<file path="config.mk">
export PLATFORM = sky130hd
export DESIGN_NAME = rob_alloc_ctrl
export DESIGN_NICKNAME = d
export VERILOG_FILES = /design/src/rtl/rob_alloc_ctrl.sv
export SDC_FILE = /design/constraint.sdc
export NUM_CORES = 1
export LEC_CHECK = 0
export BUFFER_PORTS_ARGS = -buffer_cell sky130_fd_sc_hd__buf_4
export CAP_MARGIN = 20
export CORE_ASPECT_RATIO = 0.7
export CORE_MARGIN = 2
export CORE_UTILIZATION = 49
export DETAILED_ROUTE_END_ITERATION = 6
export HOLD_SLACK_MARGIN = 0.02
export PLACE_DENSITY = 0.77
export SLEW_MARGIN = 0
export SYNTH_ARGS = -nofsm -noshare
export SYNTH_HDL_FRONTEND = slang
export SYNTH_SLANG_ARGS = --single-unit
</file>
<file path="constraint.sdc">
create_clock -name clk_i -period 2.5 [get_ports clk_i]
set_input_delay 0.25 -clock clk_i [delete_from_list [all_inputs] [get_ports clk_i]]
set_output_delay 0.25 -clock clk_i [all_outputs]
set_load 0.1 [all_outputs]
</file>
<file path="src/rtl/rob_alloc_ctrl.sv">
// ROB allocation control: head/tail pointers, occupancy and post-flush recovery
// sequencing for the Data-in-ROB backend.
module rob_alloc_ctrl #(
   parameter int ROB_DEPTH      = 64,
   parameter int ROB_IDX_WIDTH  = $clog2(ROB_DEPTH),
   parameter int DISPATCH_WIDTH = 4,
   parameter int RECOVER_CYCLES = 2
) (
   input  logic                           clk_i,
   input  logic                           rst_ni,
   input  logic [DISPATCH_WIDTH-1:0]      dispatch_valid_i,
   input  logic [DISPATCH_WIDTH-1:0]      commit_valid_i,
   input  logic                           flush_i,
   output logic                           rob_ready_o,
   output logic [ROB_IDX_WIDTH-1:0]       rob_tail_ptr_o,
   output logic [ROB_IDX_WIDTH-1:0]       rob_head_ptr_o,
   output logic [$clog2(ROB_DEPTH+1)-1:0] rob_count_o,
   output logic                           rob_empty_o,
   output logic                           rob_full_o,
   output logic                           recovering_o
);

   localparam int CNT_W = $clog2(ROB_DEPTH + 1);
   localparam int GRP_W = $clog2(DISPATCH_WIDTH + 1);
   localparam int RC_W  = (RECOVER_CYCLES > 1) ? $clog2(RECOVER_CYCLES) : 1;

   localparam logic [0:0] ST_NORMAL  = 1'b0;
   localparam logic [0:0] ST_RECOVER = 1'b1;

   localparam logic [CNT_W-1:0] READY_MAX = CNT_W'(ROB_DEPTH - DISPATCH_WIDTH);
   localparam logic [CNT_W-1:0] DEPTH_C   = CNT_W'(ROB_DEPTH);
   localparam logic [RC_W-1:0]  RC_LOAD   = RC_W'(RECOVER_CYCLES - 1);

   logic [ROB_IDX_WIDTH-1:0] head_q, tail_q;
   logic [CNT_W-1:0]         count_q;
   logic [0:0]               state_q;
   logic [RC_W-1:0]          rcnt_q;

   logic                     dispatch_ok;
   logic [GRP_W-1:0]         disp_raw, comm_raw;
   logic [GRP_W-1:0]         n_d, n_c;

   function automatic logic [GRP_W-1:0] popcnt(input logic [DISPATCH_WIDTH-1:0] v);
      logic [GRP_W-1:0] n;
      n = '0;
      for (int i = 0; i < DISPATCH_WIDTH; i++) n = n + GRP_W'(v[i]);
      return n;
   endfunction

   // Readiness is taken from registers only, so rename never sees a combinational
   // path from its own dispatch mask back into the ready signal.
   assign rob_ready_o    = (state_q == ST_NORMAL) && (count_q <= READY_MAX);
   assign rob_tail_ptr_o = tail_q;
   assign rob_head_ptr_o = head_q;
   assign rob_count_o    = count_q;
   assign rob_empty_o    = (count_q == '0);
   assign rob_full_o     = (count_q == DEPTH_C);
   assign recovering_o   = (state_q == ST_RECOVER);

   always_comb begin
      disp_raw    = popcnt(dispatch_valid_i);
      comm_raw    = popcnt(commit_valid_i);
      dispatch_ok = rob_ready_o && !flush_i;
      n_d         = dispatch_ok ? disp_raw : '0;
      n_c         = flush_i ? '0 : comm_raw;
   end

   // Flush wins over dispatch/commit; the recovery counter restarts on every flush.
   always_ff @(posedge clk_i or negedge rst_ni) begin
      if (!rst_ni) begin
         head_q  <= '0;
         tail_q  <= '0;
         count_q <= '0;
         state_q <= ST_NORMAL;
         rcnt_q  <= '0;
      end else if (flush_i) begin
         head_q  <= '0;
         tail_q  <= '0;
         count_q <= '0;
         state_q <= ST_RECOVER;
         rcnt_q  <= RC_LOAD;
      end else begin
         head_q  <= head_q + ROB_IDX_WIDTH'(n_c);
         tail_q  <= tail_q + ROB_IDX_WIDTH'(n_d);
         count_q <= count_q + CNT_W'(n_d) - CNT_W'(n_c);
         if (state_q == ST_RECOVER) begin
            if (rcnt_q == '0) state_q <= ST_NORMAL;
            else              rcnt_q  <= rcnt_q - 1'b1;
         end
      end
   end

   // Valid masks must be prefix-contiguous: adding one to the mask clears all its set bits.
   a_disp_prefix : assert property (@(posedge clk_i) disable iff (!rst_ni)
      (dispatch_valid_i & (dispatch_valid_i + 1'b1)) == '0);
   a_comm_prefix : assert property (@(posedge clk_i) disable iff (!rst_ni)
      (commit_valid_i & (commit_valid_i + 1'b1)) == '0);
   a_comm_count  : assert property (@(posedge clk_i) disable iff (!rst_ni)
      !flush_i |-> (CNT_W'(comm_raw) <= count_q));

endmodule

</file>
==> flow_metrics.tcl, run 1 <==
set metrics [dict create \
    dp.cells 236 \
    clock_sinks 21 \
    setup_viol_count_final 5 \
    area_growth_pct 48.25 \
    die_area_sq_um 3609 \
    vias 1376 \
    clock-root-buffer "clkbuf_8" \
    wl_per_cell_microns 17.44 \
    antennaDiodeCount 0 \
    synth-async-reset-ratio_pct 100.0 \
    synth_edf_count 0 \
    clk_pin_slew_ps 80 \
    drv_slew 0 \
    swShare_pct 52.98 \
    grt_util_all_layers_pct 26.12 \
    die_y_microns 50.87 \
    combPwrFrac_pct 72.0 \
    antenna_found_initial 0 \
    final_cell_mix "buf_4 (59), dfrtp_1 (14), ha_1 (13), inv_1 (12), nor2_1 (12)" \
    floorplan.initialDensity_pct 53.34 \
    fp.dieW_microns 70.96 \
    seq_area_frac_synth_pct 34.17 \
    wirelength_microns 4325 \
    drtIter0Drc 52 \
    avgViaCountPerCell 5.548 \
    leakage_nw 1.094 \
    numCtsBuffers 3 \
    fmax_ghz 0.3645 \
    syn-mean-instance-area_sq_um 10.12 \
    status "finished, violations left" \
    tightest_slew_ps 320.7 \
    globalplace.congestion 0.8126 \
    critPathMaxFanout 3 \
    vdd_drop_max_uv 706.9 \
    holdCritPathClass "primary input to flip-flop" \
    multi_input_area_sq_um 1122 \
    slew_headroom_pct 78.46 \
    worst_ep_required_time_ps 2690 \
    p_per_area_nw_per_um2 1160 \
    intPower_mw 1.244 \
    final_common_cell "buf_4" \
    finalSetupTns_ps -1018 \
    final_area_sq_um 2280 \
    fillers 180 \
    regArea_sq_um 546.8 \
    cts_max_path_buffers 2 \
    synth-warning-count 0 \
    cts_tree "built" \
    drv_cap 0 \
    p_seq_share_pct 19.1 \
    netlist_instances 152 \
    power.switching_mw 1.401 \
    synth_area_sq_um 1538 \
    drc 0 \
    pwr-share-clk_pct 8.9 \
    violations "setup timing" \
    finalCritPeriodShare_pct 109.8 \
    crit_arrival_ps 2930 \
    finalWorstSetupSlack_ps -243.8 \
    row_count 16 \
    setup.worst_path.end_class "flip-flop" \
    finClkSkew_ps 1.348 \
    fin_cells 248 \
    num_io_pins 34 \
    ys_types 32 \
    period_needed_ps 2744 \
    grt.overflow.total 0 \
    ys.flop_type "dfrtp_1" \
    io_buffers 33 \
    start_kind "primary input" \
    coreArea_sq_um 2883 \
    fin_nets 252 \
    postRouteAntennaNets 0 \
    worst_skew_pair.late_latency_ps 260 \
    crit_type "primary input to flip-flop" \
    grt_first_pass_wirelength_microns 7279 \
    rsz0062_at_grt "yes" \
    drive_gt1_share_pct 50.47 \
    hold_viol 0 \
    post_dp_cell_area_sq_um 2071 \
    drtPass1Iterations 4 \
    yosys_register_bits 21 \
    grt_pass1_vias 1479 \
    h-tree-depth 1 \
    dp_hpwl_microns 3030 \
    synth_fp_nets 191 \
    grt_max_degree 27 \
]
[registers in the layout, summed over array words and instances, names as in the netlist]
signal          flops
rcnt_q              1
rob_count_o         7
rob_head_ptr_o      6
recovering_o        1
rob_tail_ptr_o      6
[layer usage]
metal  vias to the layer above  part of all wire [%]  routed length [microns]  GRT usage (%)
met5                         -                     0                        0              0
met4                         0                   1.7                       72          6.289
met3                         8                   3.7                      158          5.128
met2                        34                    51                     2201          48.29
met1                       685                    44                     1893          31.58
li1                        649                     -                        -              -
[synthesized netlist by cell type (all sizes together) (3+ instances only)]
master	count	share of area [%]
a211oi	3	1.5
a21o	5	2.4
a21oi	3	0.98
and2	3	1.2
buf	3	0.98
dfrtp	21	34
fa	7	9.1
ha	21	17
inv	17	4.1
nand2	4	0.98
nand4	4	1.6
nor2	14	3.4
nor2b	12	4.9
nor3	6	2.0
nor4	3	2.2
o21ai	4	1.3
xor2	5	2.8
[power by group through the flow]
stage	Combinational (mW)	Sequential, mW	Clock, mW
after floorplan	0.784	0.949	0
after global placement	1.62	0.490	0
after detailed placement	1.70	0.493	0
after CTS	1.81	0.500	0.237
after global routing	2.02	0.515	0.250
final	1.91	0.506	0.234
[per-stage QoR]
step                      utilization, %  total power, mW  setup WS (ps)  hold WS, ps
after global placement             71.83            2.106         -421.1        148.8
after global routing               79.08            2.788         -395.4        239.7
after detailed placement           71.83            2.188         -550.2        156.1
after CTS                          76.91            2.548         -196.3        222.6
final                              79.08            2.645         -243.8        234.2
after floorplan                        -            1.733         -462.9       -45.59
[worst paths after layout]
kind | start | endpoint | slack, ps | cells past startpoint
setup / recovery | commit_valid_i[0] | rob_count_o[6] | -240 | 11
hold / removal | flush_i | rob_count_o[1] | 230 | 2
setup reg to reg | rob_count_o[4] | rob_count_o[6] | -220 | 14
hold reg to reg | rcnt_q | rcnt_q | 490 | 1
max in group asynchronous | rst_ni | rob_count_o[3] | 1840 | 2
min in group asynchronous | rst_ni | rob_head_ptr_o[4] | 400 | 2
[critical path, stage by stage]
cell	delay, ps
buf_4	110
fa_1	500
ha_2	200
ha_1	280
nor2b_4	160
fa_2	490
fa_2	440
nor2b_4	140
o31a_1	210
nand2_1	90
o211ai_2	70
[area by class of cell]
| class | instances | area share [%] |
|---|---|---|
| clock inverters | 1 | 0.2195 |
| repair buffers | 60 | 19.87 |
| flip-flops and latches | 21 | 23.98 |
| multi-input cells | 110 | 49.23 |
| well taps | 36 | 1.976 |
| inverters | 17 | 2.909 |
| clock buffers | 3 | 1.811 |
[logic make-up after synthesis]
kind of cell / count (synthesis) / synth area share [%]
compound gates: 24 / 11.15
xor+xnor: 7 / 3.987
fa+ha+maj: 28 / 26.20
buf+inv: 21 / 5.370
flops: 21 / 34.17
simple gates: 51 / 19.12
[repair_timing]
item | CTS | global route
gates resized for setup | 13 | 9
endpoints found under the hold margin | 21 | 0
setup buffers | 5 | 2
hold buffers | 1 | 0
pin swaps | 12 | 6
setup endpoints to repair | 11 | 10
Power figures use the tool's default switching activity.
==> run 2: changes to the inputs <==
--- a/config.mk
+++ b/config.mk
@@ -12,7 +12,7 @@
 export CORE_UTILIZATION = 49
 export DETAILED_ROUTE_END_ITERATION = 6
 export HOLD_SLACK_MARGIN = 0.02
-export PLACE_DENSITY = 0.77
+export PLACE_DENSITY = 0.81
 export SLEW_MARGIN = 0
 export SYNTH_ARGS = -nofsm -noshare
 export SYNTH_HDL_FRONTEND = slang
==> run 2 against run 1 <==
- the flow still finishes with violations (setup timing)
- sequential share of layout area is the same
- global-route usage shrank 2.2 points
- first-iteration DRC count shrank 42%
- non-clock buffer count grew 1
- fmax shrank 3.7%
- clock-buffer cell count is the same
- worst setup slack lost 100 ps
- wire length shrank 5.7%
- sequential power shrank 2%
- register-to-register slack lost 130 ps
- cell count grew 0.40%
==> flow_metrics.tcl, run 2 (same netlist as run 1, synthesis figures left out) <==
set metrics [dict create \
    h-tree-depth 1 \
    numCtsBuffers 3 \
    finalWorstSetupSlack_ps -348.0 \
    clock-root-buffer "clkbuf_8" \
    globalplace.congestion 0.8654 \
    wirelength_microns 4078 \
    worstPathCellList "ha_4, nand3_4, a31oi_4, nor4_4, nand2_1, fa_1, inv_2, ha_4, nor2b_4, o31a_1, nand2_1, o211ai_2" \
    setup_viol_count_final 7 \
    cts_tree "built" \
    largest_reg_flops 7 \
    area_growth_pct 48.25 \
    r2r-start "rob_count_o[4]" \
    status "finished, violations left" \
    grt_pass1_vias 1388 \
    r2r_setup_slack_ps -350 \
    p_total_mw 2.589 \
    coreArea_sq_um 2883 \
    violations "setup timing" \
    finalSetupTns_ps -1562 \
    row_count 16 \
    vdd_drop_max_uv 719.8 \
    worst_ep_required_time_ps 2640 \
    drc 0 \
    crit_slowest_cell "fa_1" \
    crit_type "flip-flop to flip-flop" \
    antennaDiodeCount 0 \
    setup.worst_path.end_class "flip-flop" \
    period_needed_ps 2848 \
    avgViaCountPerCell 5.414 \
    finalCritPeriodShare_pct 113.9 \
    drive_gt1_share_pct 49.77 \
    p_per_area_nw_per_um2 1136 \
    grt_util_all_layers_pct 23.96 \
    floorplan.initialDensity_pct 53.34 \
    worstHoldEndpoint "rob_tail_ptr_o[4]" \
    fp.dieW_microns 70.96 \
    cts_max_path_buffers 2 \
    final_cell_mix "buf_4 (59), ha_1 (14), dfrtp_1 (14), inv_1 (12), nor2_1 (12)" \
    clk_pin_slew_ps 80 \
    num_io_pins 34 \
    die_area_sq_um 3609 \
    hold_depth 2 \
    grt.overflow.total 0 \
    finClkSkew_ps 4.687 \
    worst_skew_pair.late_latency_ps 260 \
    pre_cts_slack_ps -524.8 \
    hp-start "flush_i" \
    drv_cap 0 \
    critPathMaxFanout 4 \
    antenna_found_initial 0 \
    grt_first_pass_wirelength_microns 6589 \
    crit_arrival_ps 2990 \
    wl_per_cell_microns 16.38 \
    grt_max_degree 22 \
    start_kind "flip-flop" \
    drtPass1Iterations 4 \
    drv_slew 0 \
    final_common_cell "buf_4" \
    vias 1348 \
    leakage_nw 1.098 \
    die_y_microns 50.87 \
    postRouteAntennaNets 0 \
    holdCritPathClass "primary input to flip-flop" \
    slew_headroom_pct 79.37 \
    dp_hpwl_microns 3037 \
    io_buffers 33 \
    hold_viol 0 \
    fmax_ghz 0.3511 \
    r2r-end "rob_count_o[6]" \
    tightest_slew_ps 307.1 \
    drtIter0Drc 30 \
    rsz0062_at_grt "yes" \
    cpPeakStageDelay_ps 550 \
    fin_nets 253 \
    reg2regPathDepth 12 \
    clock_sinks 21 \
]
run 2: how the worst max path moves through the flow:
stage	depth (start not counted)	slack (ps)	start	to
finish	12	-350	rob_count_o[4]	rob_count_o[6]
global route	14	-470	rob_count_o[3]	rob_count_o[6]
CTS	14	-320	rob_count_o[3]	rob_count_o[6]
detailed placement	12	-520	dispatch_valid_i[0]	rob_count_o[5]
global placement	10	-410	commit_valid_i[0]	rob_count_o[6]
floorplan	12	-460	rob_count_o[6]	rob_count_o[6]
run 2: cell type report:
class	count	area, sq um
Tap cell	36	45.04
Inverter	17	63.81
Clock inverter	1	5.005
Multi-Input combinational cell	110	1114
Clock buffer	3	41.29
Timing Repair Buffer	61	464.2
Fill cell	185	603.1
Sequential cell	21	546.8
run 2: what timing repair did:
item                                    in CTS  in global routing
resized for setup                           10                  9
endpoints found under the setup margin       7                 10
hold endpoints to repair                    21                  0
pin swaps                                   13                  6
setup buffers                                2                  2
hold buffers                                 1                  0
run 2: layer usage:
metal	wire length, microns	vias up	GRT usage [%]
met5	0	-	0
met4	75	0	6.604
met3	127	8	4.142
met2	2110	35	43.30
met1	1764	659	29.90
li1	-	646	-
run 2: where the power goes:
group | internal, mW | switching (mW) | leakage (nW)
Combinational | 0.686 | 1.18 | 0.806
Clock | 0.111 | 0.117 | 0.0255
Sequential | 0.430 | 0.0681 | 0.267
run 2: per-stage QoR:
stage          hold slack [ps]  util [%]  std cells  area, sq um
3_5_place_dp             151.2     73.13        241         2108
4_1_cts                  256.2     77.47        248         2233
2_1_floorplan           -45.59         -        152         1654
5_1_grt                  253.5     79.08        249         2280
6_report                 257.7     79.08        249         2280
3_3_place_gp             145.6     73.13        241         2108
run 2: critical path: cells and delay by family, from the launching register on:
| family | cells | cell delay [ps] |
|---|---|---|
| DFF | 1 | 500 |
| buffers and inverters | 1 | 70 |
| adders and majority gates | 3 | 960 |
| and+or+nand+nor | 5 | 800 |
| AOI/OAI and AO/OA | 3 | 390 |
